<file path="src/rtl/regfile_wb_arbiter_pkg.sv">
// Shared constants and types for the register-bank write-back arbiter.
// Defines the architectural register count, index/data widths and the
// requester encoding used for the round-robin winner state.
package regfile_wb_arbiter_pkg;

  localparam int NREG = 16;  // architectural registers / scoreboard width
  localparam int AW   = 4;   // register index width
  localparam int DW   = 32;  // data width

  // Write-back requester identity; also the round-robin state encoding.
  typedef enum logic {
    WB_ALU = 1'b0,
    WB_MEM = 1'b1
  } wb_src_e;

endpackage

</file>
<file path="src/rtl/regfile_wb_arbiter_if.sv">
// Write-back request bus carrying the ALU and load (LDR) requesters.
// master = the execute/memory side presenting requests,
// slave  = the arbiter returning same-cycle grants.
interface regfile_wb_arbiter_if;
  import regfile_wb_arbiter_pkg::*;

  logic          alu_req;
  logic [AW-1:0] alu_dest;
  logic [DW-1:0] alu_data;
  logic          alu_gnt;

  logic          mem_req;
  logic [AW-1:0] mem_dest;
  logic [DW-1:0] mem_data;
  logic          mem_gnt;

  modport master (
    output alu_req, alu_dest, alu_data,
    input  alu_gnt,
    output mem_req, mem_dest, mem_data,
    input  mem_gnt
  );

  modport slave (
    input  alu_req, alu_dest, alu_data,
    output alu_gnt,
    input  mem_req, mem_dest, mem_data,
    output mem_gnt
  );

endinterface

</file>
<file path="src/rtl/regfile_wb_arbiter_wb_scoreboard.sv">
// Pending-write scoreboard: one busy bit per architectural register.
// A new issue sets a bit, an accepted write-back clears it; when both hit
// the same register in one cycle the set wins because the newly issued
// write supersedes the one that just retired. hazard looks only at the
// registered bits, so a same-cycle clear is not bypassed.
module wb_scoreboard
  import regfile_wb_arbiter_pkg::*;
(
  input  logic            clk,
  input  logic            rst,
  input  logic            set_valid,
  input  logic [AW-1:0]   set_dest,
  input  logic            clr_valid,
  input  logic [AW-1:0]   clr_dest,
  input  logic [AW-1:0]   chk_src1,
  input  logic [AW-1:0]   chk_src2,
  output logic [NREG-1:0] busy,
  output logic            hazard
);

  logic [NREG-1:0] busy_reg;
  logic [NREG-1:0] busy_next;
  logic [NREG-1:0] set_vec;
  logic [NREG-1:0] clr_vec;

  // Per-register decode of set/clear with set taking priority.
  generate
    for (genvar gi = 0; gi < NREG; gi++) begin : g_bit
      assign set_vec[gi]   = set_valid && (set_dest == AW'(gi));
      assign clr_vec[gi]   = clr_valid && (clr_dest == AW'(gi));
      assign busy_next[gi] = set_vec[gi] | (busy_reg[gi] & ~clr_vec[gi]);
    end
  endgenerate

  // Busy register; cleared by reset so requesters start from a clean slate.
  always_ff @(posedge clk) begin
    if (rst) begin
      busy_reg <= '0;
    end else begin
      busy_reg <= busy_next;
    end
  end

  assign busy   = busy_reg;
  assign hazard = busy_reg[chk_src1] | busy_reg[chk_src2];

endmodule

</file>
<file path="src/rtl/regfile_wb_arbiter.sv">
// Write-back arbiter for the single write port of the 16x32 register bank.
// Round-robin between the ALU and load paths (1 bit of state), registers
// the winner onto the bank's dest/data inputs, and maintains the
// pending-write scoreboard used by the issue stage.
// Optional: define REGFILE_WB_STATS_EN to add a saturating 16-bit
// conflict_cnt output counting cycles with both requests high.
module regfile_wb_arbiter
  import regfile_wb_arbiter_pkg::*;
(
  input  logic                 clk,
  input  logic                 rst,
  regfile_wb_arbiter_if.slave  wb,
  input  logic                 issue_valid,
  input  logic [AW-1:0]        issue_dest,
  input  logic [AW-1:0]        chk_src1,
  input  logic [AW-1:0]        chk_src2,
  output logic                 hazard,
  output logic [NREG-1:0]      busy,
  output logic                 rf_we,
  output logic [AW-1:0]        rf_dest,
  output logic [DW-1:0]        rf_data
`ifdef REGFILE_WB_STATS_EN
  ,
  output logic [15:0]          conflict_cnt
`endif
);

  wb_src_e       last_winner_reg;
  wb_src_e       last_winner_next;
  logic          alu_gnt;
  logic          mem_gnt;
  logic          grant_valid;
  logic [AW-1:0] grant_dest;
  logic [DW-1:0] grant_data;

  logic          rf_we_reg;
  logic [AW-1:0] rf_dest_reg;
  logic [DW-1:0] rf_data_reg;

  // Round-robin state register: remembers who was granted last.
  always_ff @(posedge clk) begin
    if (rst) begin
      last_winner_reg <= WB_MEM;
    end else begin
      last_winner_reg <= last_winner_next;
    end
  end

  // Grant decision: a lone requester wins; on conflict the one that did not
  // win last time is granted, so a loser never waits more than one cycle.
  always_comb begin
    alu_gnt          = 1'b0;
    mem_gnt          = 1'b0;
    last_winner_next = last_winner_reg;
    if (wb.alu_req && (!wb.mem_req || last_winner_reg == WB_MEM)) begin
      alu_gnt          = 1'b1;
      last_winner_next = WB_ALU;
    end else if (wb.mem_req) begin
      mem_gnt          = 1'b1;
      last_winner_next = WB_MEM;
    end
  end

  assign wb.alu_gnt  = alu_gnt;
  assign wb.mem_gnt  = mem_gnt;
  assign grant_valid = alu_gnt | mem_gnt;
  assign grant_dest  = alu_gnt ? wb.alu_dest : wb.mem_dest;
  assign grant_data  = alu_gnt ? wb.alu_data : wb.mem_data;

  // Write-port register: one-cycle write pulse; dest/data hold when idle.
  always_ff @(posedge clk) begin
    if (rst) begin
      rf_we_reg   <= 1'b0;
      rf_dest_reg <= '0;
      rf_data_reg <= '0;
    end else begin
      rf_we_reg <= grant_valid;
      if (grant_valid) begin
        rf_dest_reg <= grant_dest;
        rf_data_reg <= grant_data;
      end
    end
  end

  assign rf_we   = rf_we_reg;
  assign rf_dest = rf_dest_reg;
  assign rf_data = rf_data_reg;

  wb_scoreboard u_scoreboard (
    .clk       (clk),
    .rst       (rst),
    .set_valid (issue_valid),
    .set_dest  (issue_dest),
    .clr_valid (grant_valid),
    .clr_dest  (grant_dest),
    .chk_src1  (chk_src1),
    .chk_src2  (chk_src2),
    .busy      (busy),
    .hazard    (hazard)
  );

`ifdef REGFILE_WB_STATS_EN
  logic [15:0] conflict_cnt_reg;

  // Saturating count of cycles in which both requesters compete.
  always_ff @(posedge clk) begin
    if (rst) begin
      conflict_cnt_reg <= '0;
    end else if (wb.alu_req && wb.mem_req && conflict_cnt_reg != 16'hFFFF) begin
      conflict_cnt_reg <= conflict_cnt_reg + 16'd1;
    end
  end

  assign conflict_cnt = conflict_cnt_reg;
`endif

endmodule

</file>
<file path="src/flat_wrapper.sv">
// flat-port wrapper written by rule: the top's interface ports become plain ports
module regfile_wb_arbiter_flat import regfile_wb_arbiter_pkg::*;
  (clk, rst, issue_valid, issue_dest, chk_src1, chk_src2, hazard, busy, rf_we, rf_dest, rf_data, wb_alu_req, wb_alu_dest, wb_alu_data, wb_alu_gnt, wb_mem_req, wb_mem_dest, wb_mem_data, wb_mem_gnt);
  regfile_wb_arbiter_if wb_i ();
  input  logic clk;
  input  logic rst;
  input  logic issue_valid;
  input  logic [AW-1:0] issue_dest;
  input  logic [AW-1:0] chk_src1;
  input  logic [AW-1:0] chk_src2;
  output logic hazard;
  output logic [NREG-1:0] busy;
  output logic rf_we;
  output logic [AW-1:0] rf_dest;
  output logic [DW-1:0] rf_data;
  input wire logic [$bits(wb_i.alu_req)-1:0] wb_alu_req;
  input wire logic [$bits(wb_i.alu_dest)-1:0] wb_alu_dest;
  input wire logic [$bits(wb_i.alu_data)-1:0] wb_alu_data;
  output wire logic [$bits(wb_i.alu_gnt)-1:0] wb_alu_gnt;
  input wire logic [$bits(wb_i.mem_req)-1:0] wb_mem_req;
  input wire logic [$bits(wb_i.mem_dest)-1:0] wb_mem_dest;
  input wire logic [$bits(wb_i.mem_data)-1:0] wb_mem_data;
  output wire logic [$bits(wb_i.mem_gnt)-1:0] wb_mem_gnt;
  assign wb_i.alu_req = wb_alu_req;
  assign wb_i.alu_dest = wb_alu_dest;
  assign wb_i.alu_data = wb_alu_data;
  assign wb_alu_gnt = wb_i.alu_gnt;
  assign wb_i.mem_req = wb_mem_req;
  assign wb_i.mem_dest = wb_mem_dest;
  assign wb_i.mem_data = wb_mem_data;
  assign wb_mem_gnt = wb_i.mem_gnt;
  regfile_wb_arbiter u_core (.clk(clk), .rst(rst), .wb(wb_i), .issue_valid(issue_valid), .issue_dest(issue_dest), .chk_src1(chk_src1), .chk_src2(chk_src2), .hazard(hazard), .busy(busy), .rf_we(rf_we), .rf_dest(rf_dest), .rf_data(rf_data));
endmodule
</file>
<file path="config.mk">
export PLATFORM = sky130hd
export DESIGN_NAME = regfile_wb_arbiter_flat
export DESIGN_NICKNAME = d
export VERILOG_FILES = /design/src/rtl/regfile_wb_arbiter_pkg.sv /design/src/rtl/regfile_wb_arbiter_if.sv /design/src/rtl/regfile_wb_arbiter_wb_scoreboard.sv /design/src/rtl/regfile_wb_arbiter.sv /design/src/flat_wrapper.sv
export SDC_FILE = /design/constraint.sdc
export NUM_CORES = 1
export LEC_CHECK = 0
export ABC_AREA = 1
export BUFFER_PORTS_ARGS = -buffer_cell sky130_fd_sc_hd__buf_4
export CORE_AREA = 5 5 86 96
export DETAILED_ROUTE_END_ITERATION = 10
export DIE_AREA = 0 0 91 101
export HOLD_SLACK_MARGIN = 0.05
export PLACE_DENSITY_LB_ADDON = 0.08
export SLEW_MARGIN = 10
export SYNTH_ARGS = -nofsm -noshare
export SYNTH_HDL_FRONTEND = slang
export SYNTH_SLANG_ARGS = --single-unit
</file>
<file path="constraint.sdc">
create_clock -name clk -period 1.3 [get_ports clk]
set_input_delay 0.13 -clock clk [delete_from_list [all_inputs] [get_ports clk]]
set_output_delay 0.13 -clock clk [all_outputs]
set_load 0.05 [all_outputs]
</file>
==> out/qor.yml, run 1 <==
gp_congestion: 0.8724
p_per_area_mw_per_mm2: 873.5
ys_types: 25
die_w_um: 91
grt.overflow.total: 0
skew_ps: 10.49
fin_nets: 684
hpwl_um: 6993
drtIter0Drc: 155
layout_commonest_cell: "buf_4"
io_buffers: 144
vias_per_cell: 4.963
die_y_um: 101
required_ps: 1170
cts.sinks: 54
hold_viol_final: 0
die-area_mm2: 0.009191
grt_util_met2: 0.3546
reg2reg_slack_ps: -80
cpLargestDelayFamily: "simple AND/OR/NAND/NOR gates"
hp-class: "primary input to flop"
post-route-util: 0.6937
layout-drive-gt1-share: 0.5168
min_from: "wb_alu_data[29]"
reg2reg_to: "u_core.u_scoreboard.busy[7]$_SDFF_PP0_"
fmax_ghz: 0.6685
cp_num_buf_inv: 1
finalMaxSlewViolations: 0
wl_um: 10190
r2r_cells: 10
pre_cts_slack_ps: -53.00
fin_ws_ps: -195.9
post_drt_wl_per_cell_um: 14.92
dr.pass1.iters: 4
final_cell_mix: "buf_4, nand2_1, dfxtp_1"
fin_crit_sh: 1.151
rsz0062_at_grt: "yes"
use_met3: 0.05900
critPathMaxFanout: 3
slew_headroom: 0.7153
htreeDepth: 2
cts-buffers-inserted: 5
path_class: "flop to primary output"
largest_reg_flops: 32
postSynthCellCount: 421
finalSetupViolations: 31
cts_max_path_buffers: 2
outcome: "finished, violations left"
grt_max_degree: 25
initial_core_util: 0.3830
synthFlopType: "dfxtp_1"
violations: "negative setup slack"
cts_hold_buf: 0
maxCapViolCount: 0
crit_slowest_cell: "dfxtp_4"
vdd_drop_max_mv: 0.6312
netlist_area_mm2: 0.002768
crit_cells: 8
worstSetupEndpointType: "primary output"
grt_pass1_vias: 3263
detail-route-antenna-nets: 0
fin_crit_ps: 1496
root_buffer: "clkbuf_8"
syn_avg_cell_area_um2: 6.574
total_leakage_power_nw: 2.485
core_mm2: 0.007226
crit_chain: "nand2_1, nand3_1, nand3_2, nand2_1, nand2_1, nand2_1, nand3b_1, buf_6"
place_area_mm2: 0.004076
r2r-start: "u_core.last_winner_reg$_SDFFE_PP1P_"
yosys_warnings: 0
tritoncts: "done"
gr-usage-all-layers: 0.1949
drc: 0
crit_arrival_ps: 1370
cp_common_cell: "nand2_1"
worstMarginPinSlew_ps: 426.6
final_area_mm2: 0.005012
synth_edf_count: 0
grt_busiest_layer: "met2"
cp_slowest_stage_delay_ps: 370
antenna_found_initial: 0
whs_ps: 80.40
synth_nets: 510
pin_count: 145
fp-row-count: 33
async_reset_ff_frac: 0
insertion_delay_ps: 300
min_path_cells: 3
vias: 3390
grt_use_met1: 0.2092
setup_tns_ps: -1753
grt_first_pass_wirelength_um: 14890
hold_path_end: "u_core.rf_data[29]$_SDFFE_PP0P_"
path_clk_slew_ps: 100
antenna-diode-count: 0
n_fill_cell: 596
ys_ff_latch: 54
area_delta_synth_final_pct: 81.10
ys_seq_area_frac: 0.3906
startpoint: "u_core.u_scoreboard.busy[12]$_SDFF_PP0_"
worstSetupStartpointType: "flop"
-- per-stage QoR --
stage                     cells  total power [mW]
after detailed placement    650             3.127
after global routing        683             4.588
final                       683             4.378
after CTS                   671             4.178
after floorplan             421             2.591
after global placement      650             3.118
-- synthesized netlist by cell type (3+ instances only) --
cell      number  area (um2)
inv_1         29       108.9
buf_4          5       37.54
dfxtp_1       54        1081
buf_2          5       25.02
nand2_1      200       750.7
nand3_1       33       165.2
o21ai_2        3       26.28
clkbuf_1       6       22.52
a31oi_1       23       143.9
nand2_2        4       25.02
a21oi_1       20       100.1
nor2_1         8       30.03
a21oi_2        6       52.55
o21ai_0        3       15.01
nor2_2         7       43.79
-- worst max path at each step --
stage / end
finish: hazard
global route: hazard
CTS: hazard
detailed placement: u_core.u_scoreboard.busy[2]$_SDFF_PP0_
global placement: u_core.u_scoreboard.busy[14]$_SDFF_PP0_
floorplan: hazard
-- timing repair --
item                                    in CTS  in global routing
setup buffers                               12                  8
endpoints found under the setup margin      29                 53
pin swaps                                   31                 38
gates cloned                                 1                  4
gates resized for setup                     44                 92
-- kinds of logic (layout without fill, tap and decap cells) --
kind of cell    count (synthesis)  count (layout)  share of synthesized area
flops                          54              54                     0.3906
simple gates                  259             259                     0.3883
buf+inv                        49             224                    0.08409
compound gates                 59              59                     0.1370
-- layer usage --
layer	routed length [um]	vias up
li1	-	1702
met1	3799	1539
met2	5485	124
met3	616	25
met4	290	0
met5	0	-
-- worst min-delay path, cell delays in order --
cell	delay, ps
buf_4	70
nand2_1	40
a31oi_1	100
-- cell type report --
class	instances	area (um2)	area share
clock buffers	7	76.32	0.01523
inverters	31	131.4	0.02621
multi-input cells	318	1947	0.3884
flip-flops and latches	54	1132	0.2259
repair buffers	185	1609	0.3210
well taps	87	108.9	0.02172
clock inverters	1	7.507	0.001498
-- where the power goes --
part / internal, mW / switching, mW
combinational: 0.687 / 0.954
clock: 0.383 / 0.537
sequential: 1.73 / 0.0832
total: 2.80 / 1.57
(Power assumes the default switching activity.)
==> run 2: changes to the inputs <==
--- a/config.mk
+++ b/config.mk
@@ -5,11 +5,10 @@
 export SDC_FILE = /design/constraint.sdc
 export NUM_CORES = 1
 export LEC_CHECK = 0
-export ABC_AREA = 1
 export BUFFER_PORTS_ARGS = -buffer_cell sky130_fd_sc_hd__buf_4
-export CORE_AREA = 5 5 86 96
+export CORE_AREA = 5 5 87 97
 export DETAILED_ROUTE_END_ITERATION = 10
-export DIE_AREA = 0 0 91 101
+export DIE_AREA = 0 0 92 102
 export HOLD_SLACK_MARGIN = 0.05
 export PLACE_DENSITY_LB_ADDON = 0.08
 export SLEW_MARGIN = 10
==> run 2 against run 1 <==
The run still ends with negative setup slack left. Area after synthesis grew 2.8%. Combinational power grew 7%. Die area grew 2.1%. Register-to-register slack lost 130 ps. Critical path depth shrank 3. Final cell count shrank 15%. Non-clock buffer count grew 16. Utilization grew 1.4 points. Largest power group unchanged.
==> out/qor.yml, run 2 <==
netlist_area_mm2: 0.002846
fin_crit_sh: 1.453
synthFlopType: "dfxtp_1"
total_leakage_power_nw: 2.306
initial_core_util: 0.3873
yosys_warnings: 0
detail-route-antenna-nets: 0
drc: 0
reg2reg_to: "u_core.u_scoreboard.busy[10]$_SDFF_PP0_"
post-route-util: 0.7075
synth_edf_count: 0
finalSetupViolations: 23
synth_common_cells: "dfxtp_1, nor2_1, a211oi_1"
pwr-share-clk: 0.240
fin_crit_ps: 1889
ys_seq_area_frac: 0.3798
pin_count: 145
antenna-diode-count: 0
skew_ps: 2.886
hpwl_um: 7301
grt_first_pass_wirelength_um: 16070
violations: "negative setup slack"
antenna_found_initial: 0
postSynthCellCount: 310
wl_um: 10630
io_buffers: 144
crit_chain: "mux4_2, mux2_4, o21ai_4, nand2_4, buf_8"
finalMaxSlewViolations: 0
power_frac_seq: 0.387
gp_congestion: 0.9183
root_buffer: "clkbuf_8"
hp-class: "primary input to flop"
largest_reg_flops: 32
fin_nets: 583
crit_arrival_ps: 1760
post_drt_wl_per_cell_um: 18.27
layout-drive-gt1-share: 0.6606
die-area_mm2: 0.009384
reg2reg_slack_ps: -210
ys_ff_latch: 54
seqCellArea_mm2: 0.001117
p_sw_mw: 1.584
vias: 3224
gr-usage-all-layers: 0.2119
hold_viol_final: 0
setup_tns_ps: -3927
cts.sinks: 54
fp-row-count: 33
multi_input_area_mm2: 0.002088
tritoncts: "done"
r2r_cells: 8
yosysTopAreaCellShare: 0.3798
critPathMaxFanout: 3
final_area_mm2: 0.005200
maxCapViolCount: 0
yosysMostFrequentCell: "dfxtp_1"
slew_headroom: 0.6208
path_clk_slew_ps: 100
area_delta_synth_final_pct: 82.68
syn_avg_cell_area_um2: 9.182
grt_pass1_vias: 3370
synth_nets: 399
r2r-start: "u_core.last_winner_reg$_SDFFE_PP1P_"
insertion_delay_ps: 300
startpoint: "u_core.u_scoreboard.busy[3]$_SDFF_PP0_"
cp_slowest_stage_delay_ps: 470
layout_commonest_cell: "buf_4"
place_area_mm2: 0.004300
hold_path_end: "u_core.rf_data[16]$_SDFFE_PP0P_"
n_fill_cell: 540
p_sw_frac: 0.3383
vias_per_cell: 5.540
p_per_area_mw_per_mm2: 900.2
grt.overflow.total: 0
crit_slowest_cell: "mux4_2"
ys_types: 39
yosys.area.top_type: "dfxtp_1"
outcome: "finished, violations left"
fin_ws_ps: -589.1
worstSetupEndpointType: "primary output"
cts-buffers-inserted: 5
die_w_um: 92
htreeDepth: 2
min_path_cells: 3
worstMarginPinSlew_ps: 568.7
path_class: "flop to primary output"
required_ps: 1170
p_int_mw: 3.098
dr.pass1.iters: 5
grt_max_degree: 37
fmax_ghz: 0.5293
rsz0062_at_grt: "yes"
worstSetupStartpointType: "flop"
async_reset_ff_frac: 0
die_y_um: 102
min_from: "wb_alu_data[16]"
drtIter0Drc: 72
power_frac_comb: 0.373
core_mm2: 0.007350
final_cell_mix: "buf_4, dfxtp_1, mux2i_1"
yosys-top-cells-area: "dfxtp_1, mux2i_1, a211oi_1, mux4_1, nor2_1"
cts_max_path_buffers: 2
vdd_drop_max_mv: 0.7366
==> run 2: cell count changes after synthesis, sizes merged, moves of 21 or more <==
cell	before	now
a211oi	0	38
a31oi	23	2
inv	31	5
mux2i	0	36
nand2	206	31
nand3	35	3
nor2	15	41
==> run 2: metal layers <==
| layer | vias to the layer above | track usage | share of wire |
|---|---|---|---|
| met5 | - | 0 | 0 |
| met4 | 0 | 0.09257 | 0.026 |
| met3 | 20 | 0.05596 | 0.075 |
| met2 | 132 | 0.3848 | 0.53 |
| met1 | 1560 | 0.2342 | 0.37 |
| li1 | 1512 | - | - |
==> run 2: kinds of logic after synthesis <==
family | after synthesis | synth area share
simple gates | 97 | 0.1525
compound gates | 83 | 0.2079
buf+inv | 29 | 0.04747
mux | 47 | 0.2123
flops | 54 | 0.3798
==> run 2: worst max-delay path, delay by kind of cell (launching register included) <==
family	cells	cell delay [ps]
DFF	1	350
buffers and inverters	1	140
and+or+nand+nor	1	60
muxes	2	760
AOI/OAI and AO/OA	1	140
==> run 2: worst max path at each step <==
stage,slack [ps],to
CTS,-610,hazard
detailed placement,-320,hazard
finish,-590,hazard
global route,-630,hazard
global placement,-290,hazard
floorplan,-260,hazard
==> run 2: layout make-up <==
class | instances | share of cell area
Clock buffer | 7 | 0.01468
Inverter | 5 | 0.006015
Clock inverter | 1 | 0.005775
Tap cell | 87 | 0.02093
Sequential cell | 54 | 0.2149
Timing Repair Buffer | 201 | 0.3361
Multi-Input combinational cell | 227 | 0.4016
==> run 2: what timing repair did <==
| action | CTS | global route |
|---|---|---|
| gates cloned | 2 | 3 |
| setup buffers | 10 | 3 |
| resized for setup | 69 | 84 |
| setup endpoints to repair | 34 | 55 |
| pin swaps | 35 | 46 |
| hold buffers | 0 | 0 |
==> run 2: per-stage QoR <==
stage | hold WS (ps) | power, mW | setup slack (ps) | instances
final | 94.13 | 4.681 | -589.1 | 582
after global placement | 430.8 | 3.215 | -289.9 | 560
after detailed placement | 436.4 | 3.226 | -320.8 | 560
after CTS | 100.2 | 4.525 | -607.2 | 579
after floorplan | 274.4 | 2.649 | -261.7 | 310
after global routing | 87.50 | 4.870 | -626.5 | 582
==> run 2: power by group through the flow <==
stage	Combinational (mW)	Sequential [mW]	Clock, mW
finish	1.75	1.81	1.12
CTS	1.56	1.81	1.16
detailed placement	1.38	1.85	0
global route	1.84	1.83	1.20
floorplan	0.432	2.22	0
global placement	1.37	1.84	0
